<file path="src/rtl/ps2_host_tx_if.sv">
// Byte handshake between a command source and the PS/2 host transmitter.
// master drives the byte and strobe; slave reports ready and the terminal pulses.
interface ps2_host_tx_if;
    logic [7:0] tx_data;
    logic       tx_valid;
    logic       tx_ready;
    logic       tx_done;
    logic       tx_err;

    modport master (output tx_data, output tx_valid,
                    input  tx_ready, input tx_done, input tx_err);
    modport slave  (input  tx_data, input tx_valid,
                    output tx_ready, output tx_done, output tx_err);
endinterface

</file>
<file path="src/rtl/ps2_host_tx.sv">
// PS/2 host-to-device transmitter: inhibit, request-to-send, 11-bit frame, ACK check.
// Define PS2_HOST_TX_FILTER_EN to require 8-cycle stable high/low around each clock fall.
module ps2_host_tx #(
    parameter int INHIBIT_CYCLES = 2500,
    parameter int TIMEOUT_CYCLES = 375000
) (
    input  logic         clk25,
    input  logic         rst_n,
    ps2_host_tx_if.slave tx,
    input  logic         ps2_clk,
    input  logic         ps2_din,
    output logic         ps2_clk_oe,
    output logic         ps2_din_oe
);
    localparam int MAX_CYCLES = (TIMEOUT_CYCLES > INHIBIT_CYCLES) ? TIMEOUT_CYCLES : INHIBIT_CYCLES;
    localparam int CNT_W = $clog2(MAX_CYCLES + 1);
    localparam logic [CNT_W-1:0] INHIBIT_LAST = CNT_W'(INHIBIT_CYCLES - 1);
    localparam logic [CNT_W-1:0] TIMEOUT_LAST = CNT_W'(TIMEOUT_CYCLES - 1);

    typedef enum logic [2:0] {IDLE, INHIBIT, REQ, BITS, ACK, WAITIDLE} state_t;

    logic [1:0] clk_sync_reg;
    logic [1:0] din_sync_reg;
    logic       clk_s;
    logic       din_s;
    logic       fall;

    // Idle PS/2 lines are pulled high, so the synchronizers reset to 1.
    always_ff @(posedge clk25 or negedge rst_n) begin
        if (!rst_n) begin
            clk_sync_reg <= 2'b11;
            din_sync_reg <= 2'b11;
        end else begin
            clk_sync_reg <= {clk_sync_reg[0], ps2_clk};
            din_sync_reg <= {din_sync_reg[0], ps2_din};
        end
    end

    assign clk_s = clk_sync_reg[1];
    assign din_s = din_sync_reg[1];

`ifdef PS2_HOST_TX_FILTER_EN
    logic [3:0] hi_cnt_reg;
    logic [3:0] lo_cnt_reg;
    logic       armed_reg;

    // armed survives short low glitches; only a full 8-cycle low after arming counts.
    always_ff @(posedge clk25 or negedge rst_n) begin
        if (!rst_n) begin
            hi_cnt_reg <= 4'd0;
            lo_cnt_reg <= 4'd0;
            armed_reg  <= 1'b0;
        end else if (clk_s) begin
            lo_cnt_reg <= 4'd0;
            if (hi_cnt_reg != 4'd8) hi_cnt_reg <= hi_cnt_reg + 4'd1;
            if (hi_cnt_reg == 4'd7) armed_reg <= 1'b1;
        end else begin
            hi_cnt_reg <= 4'd0;
            if (lo_cnt_reg != 4'd8) lo_cnt_reg <= lo_cnt_reg + 4'd1;
            if (fall) armed_reg <= 1'b0;
        end
    end

    assign fall = !clk_s && (lo_cnt_reg == 4'd7) && armed_reg;
`else
    logic clk_prev_reg;

    always_ff @(posedge clk25 or negedge rst_n) begin
        if (!rst_n) clk_prev_reg <= 1'b1;
        else        clk_prev_reg <= clk_s;
    end

    assign fall = clk_prev_reg && !clk_s;
`endif

    state_t           state_reg, state_next;
    logic [CNT_W-1:0] cnt_reg, cnt_next;
    logic [3:0]       bit_idx_reg, bit_idx_next;
    logic [8:0]       frame_reg, frame_next;
    logic             bit_oe_reg, bit_oe_next;
    logic             nack_reg, nack_next;
    logic             done_reg, done_next;
    logic             err_reg, err_next;
    logic             ready_int;

    always_ff @(posedge clk25 or negedge rst_n) begin
        if (!rst_n) begin
            state_reg   <= IDLE;
            cnt_reg     <= '0;
            bit_idx_reg <= 4'd0;
            frame_reg   <= 9'd0;
            bit_oe_reg  <= 1'b0;
            nack_reg    <= 1'b0;
            done_reg    <= 1'b0;
            err_reg     <= 1'b0;
        end else begin
            state_reg   <= state_next;
            cnt_reg     <= cnt_next;
            bit_idx_reg <= bit_idx_next;
            frame_reg   <= frame_next;
            bit_oe_reg  <= bit_oe_next;
            nack_reg    <= nack_next;
            done_reg    <= done_next;
            err_reg     <= err_next;
        end
    end

    // A pending terminal pulse blocks acceptance so the two never share a cycle.
    assign ready_int = (state_reg == IDLE) && !done_reg && !err_reg;

    always_comb begin
        state_next   = state_reg;
        cnt_next     = cnt_reg;
        bit_idx_next = bit_idx_reg;
        frame_next   = frame_reg;
        bit_oe_next  = bit_oe_reg;
        nack_next    = nack_reg;
        done_next    = 1'b0;
        err_next     = 1'b0;
        case (state_reg)
            IDLE: begin
                if (tx.tx_valid && ready_int) begin
                    frame_next = {~^tx.tx_data, tx.tx_data};
                    cnt_next   = '0;
                    state_next = INHIBIT;
                end
            end
            INHIBIT: begin
                if (cnt_reg == INHIBIT_LAST) begin
                    cnt_next   = '0;
                    state_next = REQ;
                end else begin
                    cnt_next = cnt_reg + CNT_W'(1);
                end
            end
            REQ, BITS, ACK, WAITIDLE: begin
                cnt_next = fall ? '0 : cnt_reg + CNT_W'(1);
                case (state_reg)
                    REQ: if (fall) begin
                        bit_idx_next = 4'd0;
                        bit_oe_next  = ~frame_reg[0];
                        state_next   = BITS;
                    end
                    BITS: if (fall) begin
                        if (bit_idx_reg == 4'd8) begin
                            bit_oe_next = 1'b0;
                            state_next  = ACK;
                        end else begin
                            bit_idx_next = bit_idx_reg + 4'd1;
                            bit_oe_next  = ~frame_reg[bit_idx_reg + 4'd1];
                        end
                    end
                    ACK: if (fall) begin
                        nack_next  = din_s;
                        state_next = WAITIDLE;
                    end
                    default: if (clk_s && din_s) begin
                        done_next  = ~nack_reg;
                        err_next   = nack_reg;
                        state_next = IDLE;
                    end
                endcase
                if (!fall && cnt_reg == TIMEOUT_LAST) begin
                    bit_oe_next = 1'b0;
                    done_next   = 1'b0;
                    err_next    = 1'b1;
                    state_next  = IDLE;
                end
            end
            default: state_next = IDLE;
        endcase
    end

    // Line drives decode straight from state so reset releases them immediately.
    assign ps2_clk_oe = (state_reg == INHIBIT);
    assign ps2_din_oe = ((state_reg == INHIBIT) && (cnt_reg == INHIBIT_LAST)) ||
                        (state_reg == REQ) ||
                        ((state_reg == BITS) && bit_oe_reg);

    assign tx.tx_ready = ready_int;
    assign tx.tx_done  = done_reg;
    assign tx.tx_err   = err_reg;
endmodule

</file>
<file path="src/flat_wrapper.sv">
// flat-port wrapper written by rule: the top's interface ports become plain ports
module ps2_host_tx_flat 
#(
    parameter int INHIBIT_CYCLES = 2500,
    parameter int TIMEOUT_CYCLES = 375000
)
  (clk25, rst_n, ps2_clk, ps2_din, ps2_clk_oe, ps2_din_oe, tx_tx_data, tx_tx_valid, tx_tx_ready, tx_tx_done, tx_tx_err);
  ps2_host_tx_if tx_i ();
  input  logic clk25;
  input  logic rst_n;
  input  logic ps2_clk;
  input  logic ps2_din;
  output logic ps2_clk_oe;
  output logic ps2_din_oe;
  input wire logic [$bits(tx_i.tx_data)-1:0] tx_tx_data;
  input wire logic [$bits(tx_i.tx_valid)-1:0] tx_tx_valid;
  output wire logic [$bits(tx_i.tx_ready)-1:0] tx_tx_ready;
  output wire logic [$bits(tx_i.tx_done)-1:0] tx_tx_done;
  output wire logic [$bits(tx_i.tx_err)-1:0] tx_tx_err;
  assign tx_i.tx_data = tx_tx_data;
  assign tx_i.tx_valid = tx_tx_valid;
  assign tx_tx_ready = tx_i.tx_ready;
  assign tx_tx_done = tx_i.tx_done;
  assign tx_tx_err = tx_i.tx_err;
  ps2_host_tx #(.INHIBIT_CYCLES(INHIBIT_CYCLES), .TIMEOUT_CYCLES(TIMEOUT_CYCLES)) u_core (.clk25(clk25), .rst_n(rst_n), .tx(tx_i), .ps2_clk(ps2_clk), .ps2_din(ps2_din), .ps2_clk_oe(ps2_clk_oe), .ps2_din_oe(ps2_din_oe));
endmodule
</file>
<file path="config.mk">
export PLATFORM = sky130hd
export DESIGN_NAME = ps2_host_tx_flat
export DESIGN_NICKNAME = d
export VERILOG_FILES = /design/src/rtl/ps2_host_tx_if.sv /design/src/rtl/ps2_host_tx.sv /design/src/flat_wrapper.sv
export SDC_FILE = /design/constraint.sdc
export NUM_CORES = 1
export LEC_CHECK = 0
export ABC_AREA = 1
export CORE_ASPECT_RATIO = 1.4
export CORE_UTILIZATION = 32
export DETAILED_ROUTE_END_ITERATION = 16
export PLACE_DENSITY = 0.59
export SLEW_MARGIN = 20
export SYNTH_ARGS = -nofsm -noshare
export SYNTH_HDL_FRONTEND = slang
export SYNTH_SLANG_ARGS = --single-unit
export TNS_END_PERCENT = 10
</file>
<file path="constraint.sdc">
create_clock -name clk25 -period 2.2 [get_ports clk25]
set_input_delay 0.44 -clock clk25 [delete_from_list [all_inputs] [get_ports clk25]]
set_output_delay 0.44 -clock clk25 [all_outputs]
set_load 0.03 [all_outputs]
</file>
==> metrics <==
run status=finished clean; count of pins on the block boundary=18; Least-Margin Pin Slew=0.578 ns; Met1 Routed Length=2720 um; DRT antenna net count=0; Worst Setup Slack post-DPL=0.200 ns; H-tree level count=2; violation count after the first detailed-routing iteration=104; synthesis-to-layout area growth=19.0%; Initial DRT Pass Iterations=4; fin cells=513; number of cell rows=39; vias in the first global route=2460; post-DR vias/cell=4.86; detailed placement HPWL=4870 um; footprint of the flip-flops and latches=1110 um^2; utilization after layout=39.6%; startpoint type of the worst setup path=flip-flop; clock edge transition at the registers on the reported setup and hold paths=0.07 ns; clock latency reported for the late side of the worst-skew pair=0.29 ns; synthesized area=2730 um^2; Final Hold Fails=0; DRC=0; Chip Height=111 um; Peak VDD IR=0.000477 V; Routed wire per std cell=13.0 um; number of buffers inserted by port buffering=17; normalized max-slew margin=61.5%; power density over the cells=1230 nW/um^2; die boundary width=80.0 um; root buffer cell=clkbuf_16; TritonCTS Buffers=5; Hold Worst Slack=0.224 ns; peak clock frequency supported by timing=468 MHz; fraction of layout cells with a size suffix above 1=13.4%; top library cells by usage in the layout, fill and taps aside=nand2_1, nor2_1, inv_1; worst-case clock skew=0.0112 ns; number of antenna violations at the first check in global routing=0; number of nets produced by synthesis=395; Post-CTS Hold Buffers=0; sequential element share of the synthesized area=40.6%; number of distinct library cells after synthesis=31; max-slew violations=0; most common cell after layout, fill and taps aside=nand2_1; Total Die Area=8910 um^2; total length of routed met3 wires=242 um; buffers from clock root to sink, at most=2; final wirelength=6640 um; Critical Path End Type=primary output; Ys Warns=0; required time at the endpoint of the critical path=1.76 ns; starting utilization of the core area=33.3%; worst path arrival time=1.70 ns; Setup CP Type=flip-flop to primary output; total routing usage reported by global routing=16.0%; Synth Instances=379; clock period minus final worst setup slack=2.14 ns; met2 WL post-DR=3510 um; type of the tightest min-delay check=input pin to async pin; area of combinational cells with multiple inputs=1410 um^2; period utilisation layout=97.1%; Seq cells post-synth=44; GPL Wtd Cong=0.859; min setup slack post-route=0.0641 ns; sink count of the clock tree=44; maximum number of pins on one net before global-route repair=45; static leakage=1.55 nW; syn avg cell area=7.20 um^2; count of final setup violators=0; # placed instances=502; flip-flop count of the largest register after layout=19; max-cap violations=0; via count of the routed design=2493; antenna diode count=0; residual overflow from global routing=0; uppermost routed layer=met4; FILL cells=865; nets@finish=426; Crit Path Max Fanout=5; wire length of the first global-routing pass=11100 um; CTS tree=built; core region area=8200 um^2
-- layer usage --
layer	vias to the layer above	GRT usage (%)
met2	55	29.3
met5	-	0
li1	1278	-
met4	0	6.31
met1	1146	17.7
met3	14	3.05
-- cell usage after synthesis, drive strengths merged --
master,n,share of area [%]
o21a,1,0.28
o211ai,4,1.1
nand2,104,16
o221ai,1,0.32
nand3b,1,0.28
nor2,55,8.0
nand4,9,2.1
xnor2,6,1.9
o22ai,1,0.23
xor2,5,1.6
dfstp,5,4.8
or2,1,0.23
nor3,10,3.5
a21oi,21,3.9
o21bai,1,0.28
buf,5,1.4
ha,3,1.4
nand3,36,6.8
inv,49,6.7
dfrtp,39,36
o21ai,19,3.5
clkbuf,3,0.41
-- area by class of cell --
| class | instances | area share, % |
|---|---|---|
| clock buffer | 5 | 3.85 |
| clock inverter | 3 | 0.578 |
| inverter | 49 | 5.66 |
| multi-input combinational | 278 | 43.4 |
| sequential | 44 | 34.1 |
| tap | 102 | 3.93 |
| timing repair buffer | 32 | 8.40 |
-- worst paths after layout --
check | to | from | slack, ns | depth (start not counted)
worst min-delay path | u_core.cnt_reg[3] | rst_n | 0.22 | 2
worst max-delay path | ps2_din_oe | u_core.state_reg[0] | 0.06 | 6
worst min register to register | u_core.clk_sync_reg[1] | u_core.clk_sync_reg[0] | 0.36 | 0
max in group asynchronous | u_core.state_reg[0] | rst_n | 1.55 | 2
min in group clk25 | u_core.clk_sync_reg[1] | u_core.clk_sync_reg[0] | 0.36 | 0
worst max register to register | u_core.cnt_reg[8] | u_core.state_reg[1] | 0.23 | 10
-- report_power, final --
group          total [mW]  internal, mW  switching (mW)
logic                1.98         0.709            1.27
registers            1.28          1.06           0.220
clock network       0.749         0.419           0.330
total                4.01          2.19            1.82
-- cell families after synthesis --
logic type               count (synthesis)  share of synthesized area [%]
AO/OA/AOI/OAI                           48                           9.54
XOR/XNOR                                11                           3.53
adder cells (fa/ha/maj)                  3                           1.38
buffers and inverters                   57                           8.53
flip-flops                              44                           40.6
AND/OR/NAND/NOR                        216                           36.5
-- through the flow --
stage	setup TNS, ns	cell area, um^2	power, mW
after floorplan	0	2730	2.68
after global placement	0	3060	3.18
after detailed placement	0	3060	3.20
final	0	3250	4.01
after global routing	-0.0120	3250	4.36
after CTS	0	3210	3.97
-- critical path, stage by stage (launching register included) --
cell and delay, ns:
dfrtp_2 0.41, inv_2 0.11, nor3_4 0.25, buf_4 0.18, inv_2 0.06, o221ai_2 0.19, buf_4 0.20
-- timing repair --
action                     in CTS  in global routing
setup endpoints to repair       3                  1
resized for setup               3                  5
hold endpoints to repair        0                  0
pin swaps                       0                  1
buffers inserted                0                  3
No activity file was read; power rests on OpenSTA's default activity.
